File: config.mk
export PLATFORM = sky130hd
export DESIGN_NAME = mac_acc_round_sat_flat
export DESIGN_NICKNAME = d
export VERILOG_FILES = /design/src/rtl/mac_acc_round_sat_if.sv /design/src/rtl/mac_acc_round_sat.sv /design/src/flat_wrapper.sv
export SDC_FILE = /design/constraint.sdc
export NUM_CORES = 1
export LEC_CHECK = 0
export ABC_AREA = 1
export CAP_MARGIN = 30
export CORE_MARGIN = 2
export CORE_UTILIZATION = 60
export DETAILED_ROUTE_END_ITERATION = 12
export PLACE_DENSITY = 0.81
export REMOVE_ABC_BUFFERS = 1
export SLEW_MARGIN = 10
export SYNTH_ARGS = -nofsm -noshare
export SYNTH_HDL_FRONTEND = slang
export SYNTH_SLANG_ARGS = --single-unit
File: constraint.sdc
create_clock -name clk -period 8.6 [get_ports clk]
set_input_delay 2.58 -clock clk [delete_from_list [all_inputs] [get_ports clk]]
set_output_delay 2.58 -clock clk [all_outputs]
set_load 0.005 [all_outputs]
File: src/rtl/mac_acc_round_sat_if.sv
// Streaming bus between the dual-multiply stage, the accumulator and the audio
// output path: framed product terms in, one valid/ready PCM sample out.
interface mac_acc_round_sat_if #(
    parameter int PSIZE = 33,
    parameter int OUT_W = 16
);

    logic                    in_valid;
    logic                    in_first;
    logic                    in_last;
    logic signed [PSIZE-1:0] p;

    logic                    out_valid;
    logic                    out_ready;
    logic        [OUT_W-1:0] out_data;
    logic                    out_sat;

    // The producer of terms and consumer of samples.
    modport master (
        output in_valid,
        output in_first,
        output in_last,
        output p,
        input  out_valid,
        output out_ready,
        input  out_data,
        input  out_sat
    );

    // The accumulator block itself.
    modport slave (
        input  in_valid,
        input  in_first,
        input  in_last,
        input  p,
        output out_valid,
        input  out_ready,
        output out_data,
        output out_sat
    );

endinterface

File: src/rtl/mac_acc_round_sat.sv
// Frame accumulator for the dual-multiply stage: sums a framed run of product
// terms, rounds half-up, shifts down and saturates to an OUT_W-bit PCM sample,
// and holds the sample in a single-entry valid/ready output register.
// Sticky flags report overwritten samples, framing violations and frames
// whose term count differs from NTERMS.
module mac_acc_round_sat #(
    parameter int PSIZE  = 33,
    parameter int ACC_W  = 40,
    parameter int OUT_W  = 16,
    parameter int SHIFT  = 15,
    parameter int NTERMS = 32
) (
    input  logic                 clk,
    input  logic                 rst_n,
    mac_acc_round_sat_if.slave   bus,
    input  logic                 clr_err,
    output logic                 err_overrun,
    output logic                 err_seq,
    output logic                 err_count
);

    localparam logic [0:0] ST_IDLE  = 1'b0;
    localparam logic [0:0] ST_ACCUM = 1'b1;

    localparam logic [15:0] CNT_MAX    = 16'hFFFF;
    localparam logic [15:0] CNT_ONE    = 16'd1;
    localparam logic [15:0] CNT_TARGET = 16'(NTERMS);

    // Half an output LSB, added before the shift so truncation rounds half-up.
    localparam logic [ACC_W:0] RND_WIDE = {{ACC_W{1'b0}}, 1'b1} << (SHIFT - 1);

    // Clamp limits of the signed output range, expressed at rounding width.
    localparam logic signed [ACC_W:0] SAT_MAX =
        $signed({{(ACC_W + 2 - OUT_W){1'b0}}, {(OUT_W - 1){1'b1}}});
    localparam logic signed [ACC_W:0] SAT_MIN =
        $signed({{(ACC_W + 2 - OUT_W){1'b1}}, {(OUT_W - 1){1'b0}}});

    localparam logic [OUT_W-1:0] OUT_MAX = {1'b0, {(OUT_W - 1){1'b1}}};
    localparam logic [OUT_W-1:0] OUT_MIN = {1'b1, {(OUT_W - 1){1'b0}}};

    // Frame state.
    logic [0:0]       state_q, state_d;
    logic [ACC_W-1:0] acc_q,   acc_d;
    logic [15:0]      cnt_q,   cnt_d;

    // Output register.
    logic             out_valid_q, out_valid_d;
    logic [OUT_W-1:0] out_data_q,  out_data_d;
    logic             out_sat_q,   out_sat_d;

    // Sticky error flags.
    logic             err_overrun_q, err_overrun_d;
    logic             err_seq_q,     err_seq_d;
    logic             err_count_q,   err_count_d;

    // Datapath intermediates.
    logic [ACC_W-1:0]        p_ext;
    logic [ACC_W-1:0]        acc_sum;
    logic [15:0]             cnt_inc;

    logic                    fin_valid;
    logic [ACC_W-1:0]        fin_sum;
    logic [15:0]             fin_cnt;
    logic                    seq_evt;

    logic signed [ACC_W:0]   s_wide;
    logic signed [ACC_W:0]   r_wide;
    logic [OUT_W-1:0]        sample_data;
    logic                    sample_sat;

    logic                    overrun_evt;
    logic                    count_evt;

    // Sign-extend the incoming term and form the running sum and next count.
    always_comb begin
        p_ext   = ACC_W'(bus.p);
        acc_sum = acc_q + p_ext;
        cnt_inc = (cnt_q == CNT_MAX) ? cnt_q : cnt_q + CNT_ONE;
    end

    // Framing FSM: decides what each in_valid beat does to the accumulator
    // and whether it closes a frame (fin_valid with the final sum and count).
    always_comb begin
        state_d   = state_q;
        acc_d     = acc_q;
        cnt_d     = cnt_q;
        fin_valid = 1'b0;
        fin_sum   = acc_sum;
        fin_cnt   = cnt_inc;
        seq_evt   = 1'b0;

        case (state_q)
            ST_IDLE: begin
                if (bus.in_valid) begin
                    if (bus.in_first) begin
                        acc_d = p_ext;
                        cnt_d = CNT_ONE;
                        if (bus.in_last) begin
                            fin_valid = 1'b1;
                            fin_sum   = p_ext;
                            fin_cnt   = CNT_ONE;
                        end else begin
                            state_d = ST_ACCUM;
                        end
                    end else begin
                        seq_evt = 1'b1;
                    end
                end
            end

            ST_ACCUM: begin
                if (bus.in_valid) begin
                    if (bus.in_first) begin
                        seq_evt = 1'b1;
                        acc_d   = p_ext;
                        cnt_d   = CNT_ONE;
                        if (bus.in_last) begin
                            fin_valid = 1'b1;
                            fin_sum   = p_ext;
                            fin_cnt   = CNT_ONE;
                            state_d   = ST_IDLE;
                        end
                    end else begin
                        acc_d = acc_sum;
                        cnt_d = cnt_inc;
                        if (bus.in_last) begin
                            fin_valid = 1'b1;
                            fin_sum   = acc_sum;
                            fin_cnt   = cnt_inc;
                            state_d   = ST_IDLE;
                        end
                    end
                end
            end

            default: begin
                state_d = ST_IDLE;
            end
        endcase
    end

    // Round half-up, arithmetic shift and clamp the frame sum to OUT_W bits.
    // One extra bit of headroom keeps the rounding add from wrapping.
    always_comb begin
        s_wide = $signed({fin_sum[ACC_W-1], fin_sum}) + $signed(RND_WIDE);
        r_wide = s_wide >>> SHIFT;

        if (r_wide > SAT_MAX) begin
            sample_data = OUT_MAX;
            sample_sat  = 1'b1;
        end else if (r_wide < SAT_MIN) begin
            sample_data = OUT_MIN;
            sample_sat  = 1'b1;
        end else begin
            sample_data = r_wide[OUT_W-1:0];
            sample_sat  = 1'b0;
        end
    end

    // Output register: a new sample always loads; otherwise a handshake empties it.
    always_comb begin
        out_valid_d = out_valid_q;
        out_data_d  = out_data_q;
        out_sat_d   = out_sat_q;
        overrun_evt = 1'b0;

        if (fin_valid) begin
            out_valid_d = 1'b1;
            out_data_d  = sample_data;
            out_sat_d   = sample_sat;
            overrun_evt = out_valid_q && !bus.out_ready;
        end else if (out_valid_q && bus.out_ready) begin
            out_valid_d = 1'b0;
        end
    end

    // Sticky flags: a new event wins over a simultaneous clear.
    always_comb begin
        count_evt     = fin_valid && (fin_cnt != CNT_TARGET);
        err_overrun_d = overrun_evt | (err_overrun_q & ~clr_err);
        err_seq_d     = seq_evt     | (err_seq_q     & ~clr_err);
        err_count_d   = count_evt   | (err_count_q   & ~clr_err);
    end

    // State, accumulator, output and flag registers with asynchronous reset.
    always_ff @(posedge clk or negedge rst_n) begin
        if (!rst_n) begin
            state_q       <= ST_IDLE;
            acc_q         <= '0;
            cnt_q         <= '0;
            out_valid_q   <= 1'b0;
            out_data_q    <= '0;
            out_sat_q     <= 1'b0;
            err_overrun_q <= 1'b0;
            err_seq_q     <= 1'b0;
            err_count_q   <= 1'b0;
        end else begin
            state_q       <= state_d;
            acc_q         <= acc_d;
            cnt_q         <= cnt_d;
            out_valid_q   <= out_valid_d;
            out_data_q    <= out_data_d;
            out_sat_q     <= out_sat_d;
            err_overrun_q <= err_overrun_d;
            err_seq_q     <= err_seq_d;
            err_count_q   <= err_count_d;
        end
    end

    assign bus.out_valid = out_valid_q;
    assign bus.out_data  = out_data_q;
    assign bus.out_sat   = out_sat_q;
    assign err_overrun   = err_overrun_q;
    assign err_seq       = err_seq_q;
    assign err_count     = err_count_q;

endmodule
File: src/flat_wrapper.sv
// flat-port wrapper written by rule: the top's interface ports become plain ports
module mac_acc_round_sat_flat 
#(
    parameter int PSIZE  = 33,
    parameter int ACC_W  = 40,
    parameter int OUT_W  = 16,
    parameter int SHIFT  = 15,
    parameter int NTERMS = 32
)
  (clk, rst_n, clr_err, err_overrun, err_seq, err_count, bus_in_valid, bus_in_first, bus_in_last, bus_p, bus_out_valid, bus_out_ready, bus_out_data, bus_out_sat);
  mac_acc_round_sat_if #(.PSIZE(PSIZE), .OUT_W(OUT_W)) bus_i ();
  input  logic clk;
  input  logic rst_n;
  input  logic clr_err;
  output logic err_overrun;
  output logic err_seq;
  output logic err_count;
  input wire logic [$bits(bus_i.in_valid)-1:0] bus_in_valid;
  input wire logic [$bits(bus_i.in_first)-1:0] bus_in_first;
  input wire logic [$bits(bus_i.in_last)-1:0] bus_in_last;
  input wire logic [$bits(bus_i.p)-1:0] bus_p;
  output wire logic [$bits(bus_i.out_valid)-1:0] bus_out_valid;
  input wire logic [$bits(bus_i.out_ready)-1:0] bus_out_ready;
  output wire logic [$bits(bus_i.out_data)-1:0] bus_out_data;
  output wire logic [$bits(bus_i.out_sat)-1:0] bus_out_sat;
  assign bus_i.in_valid = bus_in_valid;
  assign bus_i.in_first = bus_in_first;
  assign bus_i.in_last = bus_in_last;
  assign bus_i.p = bus_p;
  assign bus_out_valid = bus_i.out_valid;
  assign bus_i.out_ready = bus_out_ready;
  assign bus_out_data = bus_i.out_data;
  assign bus_out_sat = bus_i.out_sat;
  mac_acc_round_sat #(.PSIZE(PSIZE), .ACC_W(ACC_W), .OUT_W(OUT_W), .SHIFT(SHIFT), .NTERMS(NTERMS)) u_core (.clk(clk), .rst_n(rst_n), .bus(bus_i), .clr_err(clr_err), .err_overrun(err_overrun), .err_seq(err_seq), .err_count(err_count));
endmodule
After elaboration in Yosys (flattened, before gate mapping)
Index checks and enable logic that the tools add are counted.
{"block": "totals", "register_bits": 78, "latch_bits": 0, "output_inout_bits": 21, "word_cells": 72, "mem_bits_rw": 0, "n_memories": 0, "inputBits": 40, "rom_bits": 0}
{"block": "classes", "n_mul": 0, "n_eq_ne": 5, "order_cmp": 2, "muxes": 39, "shifts": 0, "n_reduce_logical": 6, "n_addsub": 3, "bitwise": 8, "n_div": 0}
{"operator": "$mux W40", "n": 7}
{"operator": "$mux W16", "n": 10}
{"operator": "$pmux W40 S2", "n": 1}
{"operator": "$add A40 B16 Y41 const B", "n": 1}
{"operator": "$add A40 B40 Y40", "n": 1}
{"operator": "$pmux W16 S2", "n": 1}
{"operator": "$gt A26 B16 Y1 const B", "n": 1}
{"operator": "$lt A26 B16 Y1 const B", "n": 1}
{"operator": "$mux W1", "n": 17}
{"operator": "$add A16 B1 Y16 const B", "n": 1}
{"operator": "$eq A16 B16 Y1 const B", "n": 1}
{"operator": "$ne A16 B6 Y1 const B", "n": 1}
{"operator": "$ne A2 B2 Y1 const B", "n": 3}
{"operator": "$pmux W1 S2", "n": 3}
{"operator": "$and A1 B1 Y1", "n": 3}
{"operator": "$logic_and A1 B1 Y1", "n": 3}
{"operator": "$or A1 B1 Y1", "n": 3}
{"operator": "$reduce_and A3 Y1", "n": 1}
{"operator": "$not A1 Y1", "n": 2}
{"operator": "$reduce_bool A2 Y1", "n": 1}
{"operator": "$logic_not A1 Y1", "n": 1}

Longest topological paths before layout
{"block": "depth", "depth_word": 8, "mapped_depth": 30}

Least setup slack after synthesis
Ideal clock, no wire load.
{"block": "synth_timing", "kind": "input port to flip-flop", "start": "input bus_p[0]", "end": "register u_core.out_data_q[10] (netlist: u_core.bus.out_data[10])", "required_time_ns": 8.483, "path_buffers": 1, "slack_ns": 3.128, "path_stages": 27, "t_arrival_ns": 5.356, "setup_time_ns": 0.117, "cell_sequence": "ha_1 > inv_1 > fa_1 > inv_1 > nand2_1 > nand3_2 > nand2_1 > nand3_2 > nand3_1 > nand2_1 > ha_1 > nand3_1 > nor2_4 > nand3_2 > nor2_4 > nand3_1 > nand2_1 > nand2_1 > nor2_1 > nand2_1 > nor2_1 > nand3b_1 > nand2_2 > buf_6 > nand2_1 > nand2_1 > nand2_1"}
{"block": "synth_between", "elab_chain_cells": 8}
{"element": "from (decl)", "line": "flat_wrapper.sv:21", "source": "input wire logic [$bits(bus_i.p)-1:0] bus_p;"}
{"element": "$add A40 B40 Y40", "line": "mac_acc_round_sat.sv:77", "source": "acc_sum = acc_q + p_ext;"}
{"element": "$mux W40", "line": "mac_acc_round_sat.sv:98, mac_acc_round_sat.sv:117"}
{"element": "$mux W40", "line": "mac_acc_round_sat.sv:95, mac_acc_round_sat.sv:113"}
{"element": "$mux W40 *", "line": "mac_acc_round_sat.sv:94, mac_acc_round_sat.sv:112"}
{"element": "$add A40 B16 Y41 *", "line": "mac_acc_round_sat.sv:145", "source": "s_wide = $signed({fin_sum[ACC_W-1], fin_sum}) + $signed(RND_WIDE);"}
{"element": "$lt A26 B16 Y1", "line": "mac_acc_round_sat.sv:151", "source": "end else if (r_wide < SAT_MIN) begin"}
{"element": "$mux W16", "line": "mac_acc_round_sat.sv:151"}
{"element": "$mux W16 *", "line": "mac_acc_round_sat.sv:148", "source": "if (r_wide > SAT_MAX) begin"}
{"element": "to (signal assigned)", "line": "mac_acc_round_sat.sv:202", "source": "out_data_q <= out_data_d;"}
{"element": "to (decl)", "line": "mac_acc_round_sat.sv:48", "source": "logic [OUT_W-1:0] out_data_q, out_data_d;"}
Every way passes the cells marked *; elsewhere a longest branch is shown, timed or not.
A chain may end at the register's enable or synchronous reset.

Final worst setup path
{"block": "layout_timing", "start": "input bus_p[0]", "end": "register u_core.out_data_q[1] (netlist: u_core.bus.out_data[1])"}
Same word-level chain as after synthesis.

==> impl_metrics.csv <==
group,metric,value,unit
setup_path,critical_path.top_delay_family,"simple AND/OR/NAND/NOR gates",
cts,cts_resized,0,
grt,grt_pass1_vias,8391,
power,switching_share,47.6,%
floorplanning,placementRows,43,
cts,cts_tree,"built",
synth,ys_seq_area_share,23.0,%
synth,synth_area_leader_cell,"nand2_1",
power,p_per_area,215,nW/um2
power,power.switching,985,uW
cts,cts_max_level,3,
synth,synth_ff_type,"dfrtp_1",
route,wl_met1,11.2,mm
floorplanning,die_area,15100,um2
route,dr.pass1.iters,7,
synth,synthCells,1448,
route,drt_iter0_drc,751,
floorplanning,fp.dieW,123,um
synth,avgSynthCellArea,5.87,um2
cts,cts_sinks,78,
cts,clk-insertion-delay-late,0.36,ns
synth,synth_mux_area_share,0,%
power,leakagePower,5.34,nW
timing,setup_viol,0,
timing,hold_violations,0,
timing,finalClockSkew,0.0101,ns
hold_path,hold_class,"reg2reg",
synth,synth_top_family_by_area,"simple AND/OR/NAND/NOR gates",
floorplanning,fp.dieH,123,um
power,seqPwrFrac,23.2,%
route,wl_met2,11.4,mm
synth,ys_top_cells_by_area,"nand2_1 24%, dfrtp_1 23%, inv_1 12%, ha_1 6.2%, nand3_1 5.4%",
timing,finalCritPeriodShare,71.7,%
synth,synth-async-reset-ratio,100,%
synth,synth-compound-area-share,9.57,%
timing,setup_tns,0,ns
power,pwr-share-comb,56.4,%
timing,fmax,0.162,GHz
floorplanning,start_util,61.2,%
synth,yosysUniqueCellTypes,45,
synth,synth_most_common_cell,"nand2_1",
timing,whs,0.480,ns
synth,yosysWarnings,0,
setup_path,max_stage_delay,0.48,ns
synth,synth_area,8500,um2
cts,root_buffer,"clkbuf_16",
route,wl_met3,1.56,mm
final_layout,fin_util,69.3,%
place,portBuffers,60,
synth,ys_ff_latch,78,
timing,min_period,6.16,ns
floorplanning,core_area,13900,um2
grt,grt_max_degree,48,
setup_path,required,8.85,ns
route,ant_nets,0,
setup_path,cp.arrival,6.41,ns
job,maxCapViolations,0,
place,gp_congestion,1.01,
route,via_per_inst,5.33,
cts,cts_buffer_depth,2,
timing,grt_setup_unrepaired,"false",
setup_path,reg2reg_slack,4.76,ns
timing,relSlewSlack,42.1,%
grt,grt_usage,34.1,%
cts,cts_buffers,9,
grt,overflow,0,
final_layout,drive_above_1_share,8.27,%
route,wire_per_inst,14.7,um
setup_path,critPathKind,"in2reg",
cts,clk_pin_slew,0.07,ns
run_status,status,"finished clean",
floorplanning,ios,61,
cts,post_cts_buffers,0,
route,drt-total-wl,24.9,mm
setup_path,cp_max_fo,16,
synth,ys_top_cells_by_count,"548 x nand2_1, 261 x inv_1, 113 x nor2_1",
place,hpwlAfterDp,20.0,mm
final_layout,insertedDiodeCount,0,
power,ir_drop,0.000102,V
grt,grt_first_pass_wirelength,40.3,mm
final_layout,fin_nets,1589,
timing,slew_viol_final,0,
setup_path,critPathBufInv,3,
synth,synth_xor_area_share,2.27,%
power,p_int,1.08,mW
synth,netlist.area_leader.share,24.2,%
setup_path,worst_setup_path_end_kind,"register",
synth,synthAdderAreaFrac,6.42,%
route,route.detailed.drc,0,
setup_path,start_kind,"input port",
setup_path,cp_slowest_cell,"clkdlybuf4s50_1",
route,vias,9019,
synth,synth_enable_flop_cells,0,
cts,hold_buffers,0,
grt,antenna_found_initial,0,
final_layout,areaGrowthSynthToFinish,13.3,%
setup_path,cp_common_cell,"nand2_1",
power,p_clk_share,20.4,%
route,dr.max_layer_used,"met4",
synth,synth_simple_gate_area_share,45.3,%
timing,tightest_slew,0.866,ns
-- cell type report --
class	instances	area (um2)
Multi-Input combinational cell	1072	5400
Fill cell	1302	4260
Sequential cell	78	1950
Inverter	276	1040
Timing Repair Buffer	69	693
Clock buffer	9	225
Tap cell	180	225
Clock inverter	7	88.8
-- state kept, by name, summed over array words and instances (netlist names) --
register / cells
u_core.acc_q: 40
u_core.bus.out_data: 16
u_core.bus.out_sat: 1
u_core.bus.out_valid: 1
u_core.cnt_q: 16
u_core.err_count: 1
u_core.err_overrun: 1
u_core.err_seq: 1
u_core.state_q: 1
-- final timing paths --
check / start / to / cells past startpoint
setup / recovery: bus_p[0] / u_core.bus.out_data[1] / 30
hold / removal: u_core.bus.out_data[10] / u_core.bus.out_data[10] / 2
setup reg to reg: u_core.acc_q[5] / u_core.bus.out_data[1] / 26
hold reg to reg: u_core.bus.out_data[10] / u_core.bus.out_data[10] / 2
max in group asynchronous: rst_n / u_core.acc_q[30] / 2
min in group asynchronous: rst_n / u_core.cnt_q[10] / 1
-- cells in the final DEF, fill, tap and decap left out, drive strengths merged, types with 6 or more instances in the layout --
cell	netlist	routed
nor3	16	16
nand2	575	575
nand3	108	108
o21ai	35	35
inv	271	275
xor2	17	17
nand4	24	24
o22ai	10	10
clkinv	5	6
ha	42	42
clkdlybuf4s50	0	59
buf	9	10
nor2	147	147
a221o	17	17
clkbuf	13	9
a21oi	51	51
dfrtp	78	78
-- power groups by stage --
| stage | Sequential [mW] | Clock (mW) | Combinational [mW] |
|---|---|---|---|
| 6_report | 0.481 | 0.422 | 1.17 |
| 2_1_floorplan | 0.484 | 0 | 0.813 |
| 4_1_cts | 0.480 | 0.427 | 1.15 |
| 3_5_place_dp | 0.486 | 0 | 1.14 |
| 5_1_grt | 0.489 | 0.437 | 1.31 |
| 3_3_place_gp | 0.483 | 0 | 1.13 |
-- routing by layer --
layer,global-route usage (%),vias up
met5,0,-
li1,-,4624
met3,5.54,50
met4,11.8,0
met2,57.5,317
met1,44.4,4028
-- worst reg2reg max path, cell delays in order, from the launching register on --
cell and delay, ns:
dfrtp_1 0.38, ha_1 0.39, nand2_1 0.13, nor2_1 0.22
nand2_1 0.10, nand2_2 0.12, nand2_1 0.08, nand2_1 0.12
nand2_1 0.06, nand2_1 0.12, o21ai_2 0.11, inv_1 0.07
ha_1 0.18, nand3_1 0.14, nor2_4 0.19, nand3_2 0.14
inv_1 0.15, nand2_1 0.07, nand2_1 0.08, nand2_1 0.08
nor2_1 0.11, nand3_1 0.08, nand3b_1 0.16, nand2_2 0.23
nand2_1 0.10, nand2_1 0.07, nand2_1 0.05
-- cells by family after synthesis --
group	Yosys count
compound gates	129
xor+xnor	22
fa+ha+maj	43
buf+inv	298
flops	78
simple gates	878
-- per-stage QoR --
step                area (um2)  worst slack [ns]  instances  power (mW)
floorplan                 8390              2.98       1426        1.30
global placement          9260              2.17       1672        1.62
detailed placement        9290              2.11       1674        1.63
CTS                       9610              2.46       1690        2.06
global route              9620              2.06       1691        2.24
finish                    9620              2.44       1691        2.07
(Power assumes the default switching activity.)
